File: config.mk
export PLATFORM = sky130hd
export DESIGN_NAME = note_scroller
export DESIGN_NICKNAME = d
export VERILOG_FILES = /design/src/rtl/note_pkg.sv /design/src/rtl/note_decode.sv /design/src/rtl/note_scroller.sv
export SDC_FILE = /design/constraint.sdc
export NUM_CORES = 1
export LEC_CHECK = 0
export CORE_ASPECT_RATIO = 0.6
export CORE_MARGIN = 2
export CORE_UTILIZATION = 42
export DETAILED_ROUTE_END_ITERATION = 12
export GPL_TIMING_DRIVEN = 0
export PLACE_DENSITY = 0.65
export SETUP_SLACK_MARGIN = 0.5
export SLEW_MARGIN = 20
export SYNTH_ARGS = -nofsm -noshare
export SYNTH_HDL_FRONTEND = slang
export SYNTH_HIERARCHICAL = 1
export SYNTH_SLANG_ARGS = --single-unit
File: constraint.sdc
create_clock -name clk -period 5.8 [get_ports clk]
set_input_delay 1.16 -clock clk [delete_from_list [all_inputs] [get_ports clk]]
set_output_delay 1.16 -clock clk [all_outputs]
set_load 0.02 [all_outputs]
File: src/rtl/note_pkg.sv
// Shared note-code definitions and sequencer state encoding for the note scroller.
package note_pkg;

  typedef logic [1:0] note_t;

  localparam note_t NOTE_NONE  = 2'd0;
  localparam note_t NOTE_RED   = 2'd1;
  localparam note_t NOTE_BLUE  = 2'd2;
  localparam note_t NOTE_GREEN = 2'd3;

  typedef enum logic [2:0] {
    IDLE,
    RUN,
    FETCH,
    SHIFT,
    DONE
  } state_t;

endpackage

File: src/rtl/note_decode.sv
// Combinational decode of a window of note codes into per-row R/G/B masks.
module note_decode
  import note_pkg::*;
#(
  parameter int ROWS = 10
) (
  input  note_t [ROWS-1:0] window,
  output logic  [ROWS-1:0] mask_r,
  output logic  [ROWS-1:0] mask_g,
  output logic  [ROWS-1:0] mask_b
);

  always_comb begin
    mask_r = '0;
    mask_g = '0;
    mask_b = '0;
    for (int i = 0; i < ROWS; i++) begin
      case (window[i])
        NOTE_RED:   mask_r[i] = 1'b1;
        NOTE_BLUE:  mask_b[i] = 1'b1;
        NOTE_GREEN: mask_g[i] = 1'b1;
        default:    ;
      endcase
    end
  end

endmodule

File: src/rtl/note_scroller.sv
// Fetches a song's note codes from a synchronous ROM and scrolls them through
// a ROWS-deep window with sub-note pixel offsets.
//
// state | meaning
// IDLE  | waiting for start; window, index and offset hold their cleared values
// RUN   | counting pixel ticks; offset advances on each tick
// FETCH | rom_addr presents the next note index
// SHIFT | window scrolls by one row, new note (or blank) enters row 0
// DONE  | one-cycle finish pulse, then back to IDLE
module note_scroller
  import note_pkg::*;
#(
  parameter int ROWS      = 10,
  parameter int TICK_DIV  = 100000,
  parameter int SUB_STEPS = 7,
  parameter int ADDR_W    = 10
) (
  input  logic                         clk,
  input  logic                         rst,
  input  logic                         start,
  input  logic [ADDR_W-1:0]            song_len,
  input  logic                         pause,
  input  logic                         abort,
  output logic [ADDR_W-1:0]            rom_addr,
  input  logic [1:0]                   rom_data,
  output logic [ROWS-1:0]              note_R,
  output logic [ROWS-1:0]              note_G,
  output logic [ROWS-1:0]              note_B,
  output logic [$clog2(SUB_STEPS)-1:0] offset,
  output logic                         busy,
  output logic                         finish
);

  localparam int OFF_W = $clog2(SUB_STEPS);
  localparam int TC_W  = $clog2(TICK_DIV);
  localparam int IDX_W = ADDR_W + 1;

  state_t            state, state_next;
  note_t [ROWS-1:0]  window;
  logic [TC_W-1:0]   tick_cnt;
  logic [IDX_W-1:0]  index, index_inc, end_idx;
  logic [ADDR_W-1:0] song_len_q;
  logic              tick, wrap, aborting;
  note_t             new_note;

  always_comb begin
    state_next = state;
    tick       = !pause && (tick_cnt == TC_W'(TICK_DIV - 1));
    wrap       = tick && (offset == OFF_W'(SUB_STEPS - 1));
    aborting   = abort && (state != IDLE);
    index_inc  = index + IDX_W'(1);
    end_idx    = {1'b0, song_len_q} + IDX_W'(ROWS);
    new_note   = (index < {1'b0, song_len_q}) ? note_t'(rom_data) : NOTE_NONE;
    case (state)
      IDLE:    if (start) state_next = (song_len == '0) ? DONE : RUN;
      RUN:     if (wrap) state_next = FETCH;
      FETCH:   state_next = SHIFT;
      SHIFT:   state_next = (index_inc == end_idx) ? DONE : RUN;
      DONE:    state_next = IDLE;
      default: state_next = IDLE;
    endcase
    if (aborting) state_next = IDLE;
  end

  always_ff @(posedge clk) begin
    if (rst) begin
      state      <= IDLE;
      window     <= '0;
      tick_cnt   <= '0;
      index      <= '0;
      offset     <= '0;
      song_len_q <= '0;
      rom_addr   <= '0;
      finish     <= 1'b0;
    end else begin
      state  <= state_next;
      finish <= (state_next == DONE);
      if (state_next == FETCH) rom_addr <= index[ADDR_W-1:0];
      if (aborting) begin
        window   <= '0;
        tick_cnt <= '0;
        index    <= '0;
        offset   <= '0;
      end else if (state == IDLE) begin
        tick_cnt <= '0;
        if (start) begin
          window     <= '0;
          index      <= '0;
          offset     <= '0;
          song_len_q <= song_len;
        end
      end else begin
        // The tick counter free-runs through FETCH/SHIFT so the note period stays fixed.
        if (!pause)
          tick_cnt <= (tick_cnt == TC_W'(TICK_DIV - 1)) ? '0 : tick_cnt + TC_W'(1);
        if (state == RUN && tick)
          offset <= wrap ? '0 : offset + OFF_W'(1);
        if (state == SHIFT) begin
          window <= {window[ROWS-2:0], new_note};
          index  <= index_inc;
        end
      end
    end
  end

  assign busy = (state != IDLE);

  note_decode #(.ROWS(ROWS)) u_decode (
    .window (window),
    .mask_r (note_R),
    .mask_g (note_G),
    .mask_b (note_B)
  );

endmodule

* After elaboration in Yosys (flattened, before gate mapping) *
Cells that the tools add are included.

storage, ports and cells
  register bits = 75
  latch bits = 0
  bits in writable memories = 0
  memory bits (read-only) = 0
  output and inout bits = 45
  word-level logic and storage cells = 125
  memories = 0

operators by class
  add/subtract/negate cells = 4
  $mul = 0
  divide/modulo/power cells = 0
  $lt $le $gt $ge = 1
  eq/ne operators = 39
  shift-type cells = 0
  mux-type cells = 48
  bitwise logic cells = 1
  reductions and logical operators = 15

operators with widths
  operator                 number
  $mux W20                 3
  $eq A2 B2 Y1 const B     20
  $mux W11                 3
  $mux W1                  30
  $mux W3                  9
  $eq A2 B1 Y1 const B     10
  $add A17 B1 Y17 const B  1
  $eq A17 B17 Y1 const B   1
  $mux W17                 1
  $pmux W3 S4              1
  $add A10 B4 Y11 const B  1
  $add A11 B1 Y11 const B  1
  $eq A11 B11 Y1           1
  $lt A11 B10 Y1           1
  $logic_not A10 Y1        1
  $eq A3 B2 Y1 const B     3
  $eq A3 B3 Y1 const B     2
  $logic_and A1 B1 Y1      4
  $reduce_and A2 Y1        2
  $reduce_bool A2 Y1       2
  $add A3 B1 Y3 const B    1
  $eq A3 B1 Y1 const B     1
  $logic_not A3 Y1         1
  $reduce_and A3 Y1        1
  7 further kinds          7

* Longest topological paths before layout *
  word-level depth = 7
  depth in mapped cells = 9
  mapped depth without buffers = 8

* Modules after synthesis *
Netlist, hierarchy kept.

by module, submodules not included
  module         instances  cells each  area an instance (um^2)  sequential area each (um^2)
  note_scroller  1          412         3,632.2                  1,501.4
  note_decode    1          30          250.2                    0.0

* Worst setup path after synthesis *
Ideal clock, no wire load.

  path type = input port to flip-flop
  start = in pause
  end = reg rom_addr[0]
  setup time = 0.128 ns
  data arrival time = 2.435 ns
  data required time = 5.672 ns
  slack = 3.238 ns
  cell stages on the path = 7
  path buffers = 1
  cells stage by stage = nand4b_1 > nor4_1 > nand4_1 > nor3_1 > buf_2 > mux2i_1 > nor2_1

between the ends
  cells in the longest elaborated chain, start to end = 7

RTL lines
  item                  RTL line             text
  start, declared       note_scroller.sv:22  input logic pause,
  $logic_not A1 Y1      --
  $logic_and A1 B1 Y1   note_scroller.sv:48  tick = !pause && (tick_cnt == TC_W'(TICK_DIV - 1));
  $logic_and A1 B1 Y1   note_scroller.sv:49  wrap = tick && (offset == OFF_W'(SUB_STEPS - 1));
  $mux W3               note_scroller.sv:56  RUN: if (wrap) state_next = FETCH;
  $pmux W3 S4           note_scroller.sv:54  case (state)
  $mux W3               note_scroller.sv:62  if (aborting) state_next = IDLE;
  $eq A3 B2 Y1          note_scroller.sv:78  if (state_next == FETCH) rom_addr <= index[ADDR_W-1:0];
  end signal, assigned  note_scroller.sv:78
  end, declared         note_scroller.sv:24  output logic [ADDR_W-1:0] rom_addr,

No other way between the ends.
A chain may end at the register's enable or synchronous reset.

* Final worst setup path *
  start = in pause
  end = reg rom_addr[3]

The elaborated chain is that of the path after synthesis.

==> reports/results.tsv <==
stage	metric	value	unit
die	core_area	9090	um2
die	die_area	10100	um2
critical_path	critical_path_class	in2reg	
synth	synth_seq_area_share	38.7	%
clock_tree	holdBufCountCts	0	
clock_tree	htreeDepth	3	
grt	grt.overflow.total	0	
critical_path	path_max_fanout	10	
sta	slew_violations	0	
die	io_pins	62	
outcome	outcome	completed	
drt	antenna_left	0	
synth	yosysTopAreaCellShare	38.7	%
critical_path	rr_endpoint	finish	
die	start_util	42.7	%
grt	globalRouteTotalUtil	19.5	%
drt	vias	3352	
sta	max_freq	305	MHz
clock_tree	path_clk_slew	50	ps
clock_tree	cts_tree	yes	
drt	wl_per_cell	14.6	um
critical_path	reg2reg_depth	7	
critical_path	path_cells	clkdlybuf4s50_1 > nand4b_1 > nor4_1 > nand4_1 > nor3_1 > buf_2 > mux2i_1 > nor2_1	
synth	synth_top_area_cell	dfxtp_1	
power	power_density	240	nW/um2
clock_tree	clkSinkCount	75	
job	maxCapViolCount	0	
sta	finalCriticalPeriod	3270	ps
critical_path	r2r-start	index[1]	
critical_path	arrival	3470	ps
synth	synth-seq-cells	75	
die	die_h	78.5	um
grt	grt_pass1_vias	3019	
synth	synth_nets	474	
critical_path	worstPathRequired	6000	ps
grt	grt_pass1_wl	15.3	mm
die	rows	27	
power	sw_frac_of_total	21.9	%
power	p_clk_share	49.3	%
synth	ys_types	47	
grt	antenna_found_initial	0	
hold_path	hold_depth	2	
power	switching_power	0.261	mW
clock_tree	cts_root_buf	clkbuf_16	
synth	async_reset_ff_share	0	%
sta	setup_viol	0	
synth	ys_warn_count	6	
synth	yosys-top-cells-count	75 x dfxtp_1, 50 x nor2_1, 36 x nand2_1	
sta	setup_tns	0	ps
clock_tree	cts-buffers-inserted	9	
power	power.leakage	1.78	nW
finish	drive_gt1_share	12.2	%
critical_path	worst_path_max_delay_cell	clkdlybuf4s50_1	
drt	first_iter_violations	233	
placed_design	portBuffers	61	
finish	multiInputGateArea	2230	um2
power	vdd.ir_drop.worst	0.127	mV
finish	nets	546	
sta	tightest_slew	575	ps
clock_tree	cts_resized	0	
finish	regArea	1500	um2
clock_tree	cts_setup_buffers	0	
synth	synthCells	442	
synth	synth.avg_cell_area	8.78	um2
sta	hold_viol	0	
drt	first_pass_iters	4	
synth	ys.flop_type	dfxtp_1	
die	dieWidth	128	um
sta	setup_ws	2530	ps
critical_path	cp_top_family	simple AND/OR/NAND/NOR gates	
hold_path	hold_path.class	reg2reg	
critical_path	startpoint_type	input port	
synth	synth_enable_flop_cells	0	
finish	fill_cells	836	
sta	grt_setup_unrepaired	false	
power	fin_total_pwr	1.19	mW
critical_path	crit_start	pause	
finish	antennaDiodeCount	0	
power	p_comb_share	6.5	%
placed_design	gp_congestion	0.863	
placed_design	dpl_worst_slack	2240	ps
sta	period_share	56.4	%
critical_path	slowest_delay	490	ps
synth	syn-cell-area	3880	um2
critical_path	crit_end	rom_addr[3]	
sta	slew-limit-headroom	61.4	%
drt	routed_via_density	5.29	
critical_path	crit_cells	8	
drt	routed_wl	9.24	mm
clock_tree	clk_path_buf_depth	2	
synth	synth_area_leaders	dfxtp_1 39%, ha_1 4.8%, nor2_1 4.8%, and2b_2 4.5%, a22o_1 4.3%	
grt	grt_max_degree	14	
critical_path	cp_num_buf_inv	2	
clock_tree	clkLatencyLatePin	330	ps
critical_path	rrSetupSlack	3270	ps
drt	drcViolationCount	0	
placed_design	hpwl	7.13	mm
finish	syn_to_final_growth	27.6	%
critical_path	crit_path_end_kind	flop	
synth	yosysMostFrequentCell	dfxtp_1	
power	p_int	0.929	mW
power	seqPwrFrac	44.3	%
sta	skew	6.75	ps
==> cell type report <==
| type | count | area share (%) |
|---|---|---|
| multi-input cells | 331 | 45.0 |
| clock inverters | 6 | 1.84 |
| clock buffers | 9 | 4.55 |
| well taps | 116 | 2.93 |
| flip-flops and latches | 75 | 30.3 |
| inverters | 17 | 1.29 |
| plain buffers | 19 | 1.77 |
| repair buffers | 61 | 12.3 |
==> state kept, by name, summed over array words and instances (netlist names) <==
signal	cells
finish	1
index	11
offset	3
rom_addr	10
song_len_q	10
state	3
tick_cnt	17
window	20
==> cell families after synthesis <==
| family | Yosys count | synth area share, % |
|---|---|---|
| fa+ha+maj | 15 | 4.83 |
| compound gates | 79 | 13.3 |
| buf+inv | 36 | 3.90 |
| simple gates | 193 | 27.6 |
| mux | 11 | 2.84 |
| xor+xnor | 33 | 8.86 |
| flops | 75 | 38.7 |
==> through the flow <==
stage               instance area, um2  std cells  util [%]  hold WS (ps)
floorplan                         3880        442         -           440
global placement                  4640        619      51.0           473
detailed placement                4640        619      51.0           486
CTS                               4950        634      54.5           493
global route                      4950        634      54.5           519
finish                            4950        634      54.5           483
==> routing by layer <==
metal	up-vias	share of wire (%)	track usage, %
met1	1555	55	30.5
met5	-	0	0
li1	1690	-	-
met4	0	0.80	6.48
met2	99	38	25.0
met3	8	6.7	5.32
==> power groups by stage <==
| stage | sequential, mW | combinational [mW] | clock [mW] |
|---|---|---|---|
| 2_1_floorplan | 0.536 | 0.0482 | 0 |
| 3_3_place_gp | 0.537 | 0.0746 | 0 |
| 3_5_place_dp | 0.538 | 0.0760 | 0 |
| 4_1_cts | 0.526 | 0.0765 | 0.597 |
| 5_1_grt | 0.527 | 0.0853 | 0.623 |
| 6_report | 0.527 | 0.0771 | 0.586 |
==> cell usage in the layout (no fill, tap or decap), types with 3 or more instances in the layout <==
master	n
dfxtp_1	75
o21a_1	4
and2_2	10
nand4_1	10
xnor3_1	4
nor4_1	7
mux2i_1	11
nor2_1	50
or3_1	6
and2b_2	20
clkinvlp_4	3
a211oi_1	6
nor3b_1	3
a22o_1	19
inv_1	15
clkbuf_16	9
clkbuf_1	7
nand3_1	15
buf_2	10
a31oi_1	3
and2_1	4
o21ai_0	5
nand2_1	36
clkdlybuf4s50_1	61
xnor2_1	16
nor3_1	10
or2_1	3
xor2_1	13
nor3_2	4
nand2b_1	3
o21ai_1	11
ha_1	15
a21oi_1	25
==> worst reg2reg max path, delay by kind of cell, from the launching register on <==
kind / cells / cell delay (ps)
AOI/OAI and AO/OA: 1 / 260
xor gates and xnor gates: 1 / 450
adders and majority gates: 1 / 320
DFF: 1 / 490
and+or+nand+nor: 4 / 900
==> worst min path at each step <==
stage	endpoint	from
floorplan	song_len_q[0]	song_len_q[0]
global placement	song_len_q[0]	song_len_q[0]
detailed placement	song_len_q[0]	song_len_q[0]
CTS	song_len_q[0]	song_len_q[0]
global route	song_len_q[0]	song_len_q[0]
finish	song_len_q[0]	song_len_q[0]
Power figures use the tool's default switching activity.
